<file path="src/rtl/eeg_pad_deser_if.sv">
// Pad-side beat stream and word-side stream bundle for eeg_pad_deser.
// master drives pad beats / consumes words; slave is the deserializer.
interface eeg_pad_deser_if #(
  parameter int PAD_DW     = 8,
  parameter int WORD_DW    = 32,
  parameter int FIFO_DEPTH = 4
);
  localparam int RATIO = WORD_DW / PAD_DW;
  localparam int NB_W  = $clog2(RATIO + 1);
  localparam int LVL_W = $clog2(FIFO_DEPTH + 1);

  logic               pad_vld;
  logic               pad_lst;
  logic               pad_cmd;
  logic [PAD_DW-1:0]  pad_dat;
  logic               pad_rdy;
  logic               word_vld;
  logic               word_rdy;
  logic [WORD_DW-1:0] word_dat;
  logic [NB_W-1:0]    word_nbeat;
  logic               word_cmd;
  logic               word_lst;
  logic [LVL_W-1:0]   fifo_lvl;

  modport master (
    output pad_vld, pad_lst, pad_cmd, pad_dat, word_rdy,
    input  pad_rdy, word_vld, word_dat, word_nbeat,
    input  word_cmd, word_lst, fifo_lvl
  );

  modport slave (
    input  pad_vld, pad_lst, pad_cmd, pad_dat, word_rdy,
    output pad_rdy, word_vld, word_dat, word_nbeat,
    output word_cmd, word_lst, fifo_lvl
  );
endinterface

</file>
<file path="src/rtl/eeg_pad_deser.sv">
// Pad beat deserializer: packs PAD_DW beats into WORD_DW words, splits
// on frame end or cmd/data change, buffers words in a fall-through FIFO.
// Ports: clk, rst (sync, active-high), bus (slave modport: pad_* in,
// pad_rdy out, word_* out, word_rdy in, fifo_lvl out).
module eeg_pad_deser #(
  parameter int PAD_DW     = 8,
  parameter int WORD_DW    = 32,
  parameter int FIFO_DEPTH = 4
) (
  input  logic clk,
  input  logic rst,
  eeg_pad_deser_if.slave bus
);
  localparam int RATIO = WORD_DW / PAD_DW;
  localparam int NB_W  = $clog2(RATIO + 1);
  localparam int LVL_W = $clog2(FIFO_DEPTH + 1);
  localparam int PTR_W = $clog2(FIFO_DEPTH);
  localparam bit MULTI = (RATIO > 1);

  logic [NB_W-1:0]    r_cnt;
  logic               r_cmd;
  logic [WORD_DW-1:0] r_dat;

  logic [WORD_DW-1:0] r_mem_dat [FIFO_DEPTH];
  logic [NB_W-1:0]    r_mem_nb  [FIFO_DEPTH];
  logic               r_mem_cmd [FIFO_DEPTH];
  logic               r_mem_lst [FIFO_DEPTH];
  logic [PTR_W-1:0]   r_wptr;
  logic [PTR_W-1:0]   r_rptr;
  logic [LVL_W-1:0]   r_lvl;

  logic               w_full;
  logic               w_empty;
  logic               w_cmd_chg;
  logic               w_acc;
  logic               w_end;
  logic               w_flush;
  logic               w_push;
  logic               w_pop;
  logic [WORD_DW-1:0] w_ins;
  logic [WORD_DW-1:0] w_in_dat;
  logic [NB_W-1:0]    w_in_nb;
  logic               w_in_cmd;
  logic               w_in_lst;

  assign w_full  = (r_lvl == LVL_W'(FIFO_DEPTH));
  assign w_empty = (r_lvl == '0);

  // A beat of the other kind may not join a partial word; it is
  // held off one cycle while the partial word is flushed.
  assign w_cmd_chg = MULTI && (r_cnt != '0) && bus.pad_vld
                     && (bus.pad_cmd != r_cmd);

  assign bus.pad_rdy = !rst && !w_full && !w_cmd_chg;

  assign w_acc   = bus.pad_vld && bus.pad_rdy;
  assign w_end   = (r_cnt == NB_W'(RATIO - 1)) || bus.pad_lst;
  assign w_flush = !rst && w_cmd_chg && !w_full;
  assign w_push  = (w_acc && w_end) || w_flush;
  assign w_pop   = !rst && bus.word_rdy && !w_empty;

  // Little-endian placement: beat k lands at bits [k*PAD_DW +: PAD_DW].
  assign w_ins = r_dat
               | (WORD_DW'(bus.pad_dat) << (PAD_DW * int'(r_cnt)));

  always_comb begin
    w_in_dat = w_ins;
    w_in_nb  = r_cnt + NB_W'(1);
    w_in_cmd = (r_cnt == '0) ? bus.pad_cmd : r_cmd;
    w_in_lst = bus.pad_lst;
    if (w_flush) begin
      w_in_dat = r_dat;
      w_in_nb  = r_cnt;
      w_in_cmd = r_cmd;
      w_in_lst = 1'b0;
    end
  end

  always_ff @(posedge clk) begin
    if (rst) begin
      r_cnt <= '0;
      r_cmd <= 1'b0;
      r_dat <= '0;
    end else if (w_flush) begin
      r_cnt <= '0;
      r_dat <= '0;
    end else if (w_acc) begin
      if (r_cnt == '0) r_cmd <= bus.pad_cmd;
      if (w_end) begin
        r_cnt <= '0;
        r_dat <= '0;
      end else begin
        r_cnt <= r_cnt + NB_W'(1);
        r_dat <= w_ins;
      end
    end
  end

  always_ff @(posedge clk) begin
    if (w_push) begin
      r_mem_dat[r_wptr] <= w_in_dat;
      r_mem_nb[r_wptr]  <= w_in_nb;
      r_mem_cmd[r_wptr] <= w_in_cmd;
      r_mem_lst[r_wptr] <= w_in_lst;
    end
  end

  always_ff @(posedge clk) begin
    if (rst) begin
      r_wptr <= '0;
      r_rptr <= '0;
      r_lvl  <= '0;
    end else begin
      if (w_push) r_wptr <= r_wptr + PTR_W'(1);
      if (w_pop)  r_rptr <= r_rptr + PTR_W'(1);
      case ({w_push, w_pop})
        2'b10:   r_lvl <= r_lvl + LVL_W'(1);
        2'b01:   r_lvl <= r_lvl - LVL_W'(1);
        default: r_lvl <= r_lvl;
      endcase
    end
  end

  assign bus.word_vld   = !rst && !w_empty;
  assign bus.word_dat   = rst ? '0   : r_mem_dat[r_rptr];
  assign bus.word_nbeat = rst ? '0   : r_mem_nb[r_rptr];
  assign bus.word_cmd   = rst ? 1'b0 : r_mem_cmd[r_rptr];
  assign bus.word_lst   = rst ? 1'b0 : r_mem_lst[r_rptr];
  assign bus.fifo_lvl   = r_lvl;
endmodule

</file>
<file path="src/flat_wrapper.sv">
// flat-port wrapper written by rule: the top's interface ports become plain ports
module eeg_pad_deser_flat 
#(
  parameter int PAD_DW     = 8,
  parameter int WORD_DW    = 32,
  parameter int FIFO_DEPTH = 4
)
  (clk, rst, bus_pad_vld, bus_pad_lst, bus_pad_cmd, bus_pad_dat, bus_word_rdy, bus_pad_rdy, bus_word_vld, bus_word_dat, bus_word_nbeat, bus_word_cmd, bus_word_lst, bus_fifo_lvl);
  eeg_pad_deser_if #(.PAD_DW(PAD_DW), .WORD_DW(WORD_DW), .FIFO_DEPTH(FIFO_DEPTH)) bus_i ();
  input  logic clk;
  input  logic rst;
  input wire logic [$bits(bus_i.pad_vld)-1:0] bus_pad_vld;
  input wire logic [$bits(bus_i.pad_lst)-1:0] bus_pad_lst;
  input wire logic [$bits(bus_i.pad_cmd)-1:0] bus_pad_cmd;
  input wire logic [$bits(bus_i.pad_dat)-1:0] bus_pad_dat;
  input wire logic [$bits(bus_i.word_rdy)-1:0] bus_word_rdy;
  output wire logic [$bits(bus_i.pad_rdy)-1:0] bus_pad_rdy;
  output wire logic [$bits(bus_i.word_vld)-1:0] bus_word_vld;
  output wire logic [$bits(bus_i.word_dat)-1:0] bus_word_dat;
  output wire logic [$bits(bus_i.word_nbeat)-1:0] bus_word_nbeat;
  output wire logic [$bits(bus_i.word_cmd)-1:0] bus_word_cmd;
  output wire logic [$bits(bus_i.word_lst)-1:0] bus_word_lst;
  output wire logic [$bits(bus_i.fifo_lvl)-1:0] bus_fifo_lvl;
  assign bus_i.pad_vld = bus_pad_vld;
  assign bus_i.pad_lst = bus_pad_lst;
  assign bus_i.pad_cmd = bus_pad_cmd;
  assign bus_i.pad_dat = bus_pad_dat;
  assign bus_i.word_rdy = bus_word_rdy;
  assign bus_pad_rdy = bus_i.pad_rdy;
  assign bus_word_vld = bus_i.word_vld;
  assign bus_word_dat = bus_i.word_dat;
  assign bus_word_nbeat = bus_i.word_nbeat;
  assign bus_word_cmd = bus_i.word_cmd;
  assign bus_word_lst = bus_i.word_lst;
  assign bus_fifo_lvl = bus_i.fifo_lvl;
  eeg_pad_deser #(.PAD_DW(PAD_DW), .WORD_DW(WORD_DW), .FIFO_DEPTH(FIFO_DEPTH)) u_core (.clk(clk), .rst(rst), .bus(bus_i));
endmodule
</file>
<file path="config.mk">
export PLATFORM = sky130hd
export DESIGN_NAME = eeg_pad_deser_flat
export DESIGN_NICKNAME = d
export VERILOG_FILES = /design/src/rtl/eeg_pad_deser_if.sv /design/src/rtl/eeg_pad_deser.sv /design/src/flat_wrapper.sv
export SDC_FILE = /design/constraint.sdc
export NUM_CORES = 1
export LEC_CHECK = 0
export ABC_AREA = 1
export BUFFER_PORTS_ARGS = -buffer_cell sky130_fd_sc_hd__buf_4
export CAP_MARGIN = 0
export CORE_MARGIN = 2
export CORE_UTILIZATION = 40
export DETAILED_ROUTE_END_ITERATION = 7
export PLACE_DENSITY_LB_ADDON = 0.05
export SETUP_SLACK_MARGIN = 0.05
export SYNTH_ARGS = -nofsm -noshare
export SYNTH_HDL_FRONTEND = slang
export SYNTH_SLANG_ARGS = --single-unit
export TNS_END_PERCENT = 50
</file>
<file path="constraint.sdc">
create_clock -name clk -period 13.8 [get_ports clk]
set_clock_uncertainty 0.05 [all_clocks]
set_input_delay 3.45 -clock clk [delete_from_list [all_inputs] [get_ports clk]]
set_output_delay 3.45 -clock clk [all_outputs]
set_load 0.01 [all_outputs]
</file>
==> Word-level counts from Yosys, hierarchy flattened <==
Memories as Yosys holds them, arrays and structs flattened. A register that Yosys moved wholly into a read port is not among the register bits.
Cells that the tools add are included.
{ "word_totals": {"regBits": 43, "latchBits": 0, "ramBits": 148, "rom_bits": 0, "n_memories": 4} }
{ "mem_list": {"columns": ["memory", "depth", "word_bits", "rd", "rd_ports_with_merged_regs", "wr", "line", "rtl"], "rows": [
  ["u_core.r_mem_dat", 4, 32, 1, 1, 1, "eeg_pad_deser.sv:24", "logic [WORD_DW-1:0] r_mem_dat [FIFO_DEPTH];"],
  ["u_core.r_mem_nb", 4, 3, 1, 1, 1, "eeg_pad_deser.sv:25", "logic [NB_W-1:0] r_mem_nb [FIFO_DEPTH];"],
  ["u_core.r_mem_cmd", 4, 1, 1, 1, 1, "eeg_pad_deser.sv:26", "logic r_mem_cmd [FIFO_DEPTH];"],
  ["u_core.r_mem_lst", 4, 1, 1, 1, 1, "eeg_pad_deser.sv:27", "logic r_mem_lst [FIFO_DEPTH];"]
]} }
{ "classes": {"n_addsub": 5, "n_mul": 0, "div": 0, "order_cmp": 0, "eq_ne": 5, "shifts": 1, "mux": 22, "bitwise_logic": 2, "reduce_logical": 23} }
{ "op_table": {"columns": ["operator", "count"], "rows": [
  ["32-bit two-way mux", 3],
  ["32-bit bitwise OR", 1],
  ["8-bit by 6-bit << shifter with 32-bit output", 1],
  ["2-bit two-way mux", 8],
  ["1-bit logical AND", 11],
  ["3-bit two-way mux", 3],
  ["1-bit two-way mux", 7],
  ["3-bit by 1-bit adder with 3-bit output, second input constant", 2],
  ["3-bit zero test", 2],
  ["3-bit one-hot mux with 2 select lines", 1],
  ["2-bit by 1-bit adder with 2-bit output, second input constant", 2],
  ["1-bit zero test", 4],
  ["3-bit by 2-bit equality test with 1-bit output, second input constant", 1],
  ["3-bit equality test, second input constant", 1],
  ["3-bit nonzero test", 1],
  ["3-bit by 1-bit subtractor with 3-bit output, second input constant", 1],
  ["2-bit by 1-bit equality test with 1-bit output, second input constant", 1],
  ["2-bit equality test, second input constant", 1],
  ["1-bit logical OR", 2],
  ["2-bit AND reduction", 1],
  ["2-bit nonzero test", 1],
  ["2-bit OR reduction", 1],
  ["1-bit inequality test", 1],
  ["1-bit NOT", 1]
]} }

==> Logic depth before layout (Yosys ltp) <==
{ "depth": {"depth_word": 10, "depth_mapped": 19, "depth_no_buf": 16} }

==> Worst setup path before layout <==
No wires, ideal clock.
{ "synth_timing": {"path_type": "input to output", "start": "in rst", "end": "out bus_pad_rdy", "arrival_ps": 4218, "path_slack_ps": 6082, "stages": 5, "path_cell_list": "clkbuf_1 > a21oi_2 > inv_2 > nor2_8 > buf_2"} }
{ "synth_between": {"elab_chain_len": 3} }
{ "synth_rtl": {"columns": ["item", "line", "rtl"], "rows": [
  ["from (decl)", "flat_wrapper.sv:11", "input logic rst;"],
  ["1-bit zero test", "eeg_pad_deser.sv:54", "assign bus.pad_rdy = !rst && !w_full && !w_cmd_chg;"],
  ["1-bit logical AND (2 in series)", "eeg_pad_deser.sv:54", null],
  ["to (decl)", "flat_wrapper.sv:17", "output wire logic [$bits(bus_i.pad_rdy)-1:0] bus_pad_rdy;"]
]} }
No other way between the ends.

==> Worst setup path in the final report <==
Ends and elaborated chain as after synthesis.

==> impl_metrics.json <==
{
  "outcome": "finished clean",
  "worstMarginPinSlew_ns": 1.203,
  "fillerInstances": 1930,
  "post-route-min-period_ns": 8.306,
  "fin_tns_setup_ns": 0,
  "worstPathMaxFanout": 43,
  "gr-usage-met1_pct": 26.48,
  "worst-path-buf-inv": 3,
  "crit_family": "buffers and inverters",
  "gr-max-usage-layer": "met2",
  "start_util_pct": 41.04,
  "end_kind": "output port",
  "fp.dieArea_um2": 22140,
  "fin_nets": 916,
  "syn_area_um2": 8384,
  "grt_pass1_vias": 5794,
  "finalHoldViolations": 0,
  "grt_max_degree": 75,
  "finalSetupViolCount": 0,
  "drive_gt1_share_pct": 12.03,
  "critPathSlowestCell": "nor2_8",
  "drt-pass1-iter-count": 5,
  "syn_inst": 864,
  "cts-root-buf": "clkbuf_16",
  "cts_tree": "built",
  "postCtsSetupBuffers": 0,
  "r2r_end": "u_core.r_mem_dat[0][25]$_DFFE_PP_",
  "antenna_found_initial": 0,
  "powerDensity_nw_per_um2": 130.8,
  "yosysWarnings": 0,
  "grt_first_pass_wirelength_um": 31840,
  "gr-total-overflow": 0,
  "use_met2_pct": 30.25,
  "drc": 0,
  "cts_resized": 0,
  "rsz0062_at_grt": "false",
  "ant_nets": 0,
  "area_delta_synth_final_pct": 14.06,
  "die_w_um": 148.8,
  "postCtsHoldBufs": 0,
  "cts_max_path_buffers": 2,
  "seq_area_frac_synth_pct": 63.75,
  "reg2reg_from": "u_core.r_cnt[0]$_SDFFE_PP0P_",
  "hold_start": "u_core.r_dat[5]$_SDFFE_PP0P_",
  "synth_nets": 887,
  "hold_depth": 2,
  "ir_drop_v": 0.00008778,
  "cp.depth": 5,
  "dieHeight_um": 148.8,
  "io_buffers": 55,
  "holdWs_ns": 0.4123,
  "routed_via_density": 5.197,
  "p_leak_uw": 0.003383,
  "max_cap_viol_count": 0,
  "core_area_um2": 20430,
  "crit_arrival_ns": 4.81,
  "wl_um": 20570,
  "num_vias": 6112,
  "start_kind": "primary input",
  "slew_viol_final": 0,
  "synth_cell_types": 28,
  "syn_area_per_cell_um2": 9.704,
  "clk_pin_slew_worst_paths_ns": 0.07,
  "initialDrtViolationCount": 458,
  "gp_congestion": 0.8165,
  "insertion_delay_ns": 0.42,
  "finalCritPeriodShare_pct": 60.19,
  "hold_end": "u_core.r_dat[5]$_SDFFE_PP0P_",
  "critPathKind": "in -> out",
  "cp_cell_sequence": "buf_4 -> a21oi_2 -> inv_2 -> nor2_8 -> buf_4",
  "worst_path_most_repeated_cell": "buf_4",
  "num_antenna_cells": 0,
  "cts_sinks": 193,
  "synth-seq-cells": 193,
  "slew_headroom_pct": 19.82,
  "worst_ep_required_time_ns": 10.30,
  "dp_hpwl_um": 11610,
  "core.rowCount": 52,
  "ios": 56,
  "hold_class": "reg -> reg",
  "worstRegToRegCells": 6,
  "max_stage_delay_ns": 0.47,
  "cts-buffers-inserted": 17,
  "max_freq_mhz": 120.4,
  "wl_per_cell_um": 17.49,
  "use_met3_pct": 3.914,
  "rrSetupSlack_ns": 10.19,
  "grt_use_total_pct": 18.98,
  "cts.htree.levels": 4
}
## Yosys cell counts
cell type / n / area, um2
clkbuf_1: 25 / 93.84
nand2_4: 1 / 11.26
buf_1: 7 / 26.28
nor3_1: 1 / 5.000
o2111ai_1: 1 / 8.760
o21ai_0: 113 / 565.5
nand4_1: 1 / 6.260
buf_4: 5 / 37.54
inv_2: 7 / 26.28
a21oi_1: 112 / 560.5
o21ai_1: 1 / 5.000
edfxtp_1: 148 / 4444
a21boi_0: 4 / 30.03
a31oi_1: 1 / 6.260
nor2_2: 1 / 6.260
nor2_8: 1 / 20.02
nand3_1: 36 / 180.2
fa_1: 1 / 20.02
inv_1: 63 / 236.5
a21oi_2: 1 / 8.760
nand2_2: 1 / 6.260
buf_2: 16 / 80.08
nand2_1: 92 / 345.3
dfxtp_1: 45 / 900.9
or2_2: 1 / 6.260
xor2_1: 1 / 8.760
ha_1: 8 / 100.1
nor2_1: 170 / 638.1
## state kept, by name (all words and copies together) (netlist names), named ones only
signal               count
u_core.r_cnt             3
u_core.r_wptr            2
u_core.r_mem_cmd         4
u_core.r_mem_dat       128
u_core.r_mem_nb         12
u_core.r_cmd             1
u_core.r_rptr            2
u_core.r_mem_lst         4
u_core.r_dat            32
u_core.bus.fifo_lvl      3
## layer usage
layer / routed length [um] / share of wire [%]
met1: 9613 / 47
met2: 9495 / 46
met3: 1111 / 5.4
met4: 344 / 1.7
met5: 0 / 0
## how the worst max path moves through the flow
stage                     startpoint     endpoint  slack [ns]
after floorplan                  rst  bus_pad_rdy        6.08
after global placement           rst  bus_pad_rdy        5.50
after detailed placement         rst  bus_pad_rdy        5.48
after CTS                        rst  bus_pad_rdy        5.48
after global routing             rst  bus_pad_rdy        5.42
final                            rst  bus_pad_rdy        5.49
## report_power, final
| group | leakage [uW] | switching [uW] | internal [uW] |
|---|---|---|---|
| clock network | 0.000264 | 217 | 252 |
| registers | 0.00170 | 6.27 | 645 |
| logic | 0.00142 | 91.2 | 40.1 |
## placed cells by master, fill, tap and decap left out, types with 2 or more instances in the layout
master	synthesis	final
clkinv_4	0	2
nand3_1	36	36
edfxtp_1	148	148
clkinvlp_4	0	3
clkinv_1	0	3
a21oi_1	112	112
inv_2	7	7
a21boi_4	0	4
clkbuf_16	0	17
nor2_1	170	170
o21ai_0	113	113
inv_8	0	2
buf_4	5	63
ha_1	8	8
nand2_1	92	92
dfxtp_1	45	44
inv_1	63	63
inv_6	0	3
## cells by family (layout without fill, tap and decap cells)
kind of cell	after synthesis	in the layout	share of synthesized area, %
and+or+nand+nor	305	305	14.61
AOI/OAI and AO/OA	233	233	14.13
adders and majority gates	9	9	1.433
xor gates and xnor gates	1	1	0.1045
DFF	193	193	63.75
buffers and inverters	123	165	5.969
## final cells by class
type                            count  area, um2  area share (%)
Clock buffer                       18      429.2           4.488
Clock inverter                     14      130.1           1.361
Inverter                           70      262.8           2.748
Multi-Input combinational cell    548       2584           27.02
Sequential cell                   193       5346           55.91
Tap cell                          270      337.8           3.533
Timing Repair Buffer               63      473.0           4.946
## per-stage QoR
| stage | power (uW) | area (um2) | setup WS (ns) | utilization [%] | instances |
|---|---|---|---|---|---|
| after floorplan | 745.6 | 8384 | 6.082 | - | 864 |
| after global placement | 793.2 | 9004 | 5.503 | 44.07 | 1144 |
| after detailed placement | 795.8 | 9004 | 5.484 | 44.07 | 1144 |
| after CTS | 1263 | 9563 | 5.478 | 46.81 | 1176 |
| after global routing | 1300 | 9563 | 5.417 | 46.81 | 1176 |
| final | 1251 | 9563 | 5.494 | 46.81 | 1176 |
## tightest hold or removal path, cell delays in order (launching register included)
cell     delay [ns]
dfxtp_1        0.31
nand2_1        0.06
a21oi_1        0.05
Power figures use the tool's default switching activity.
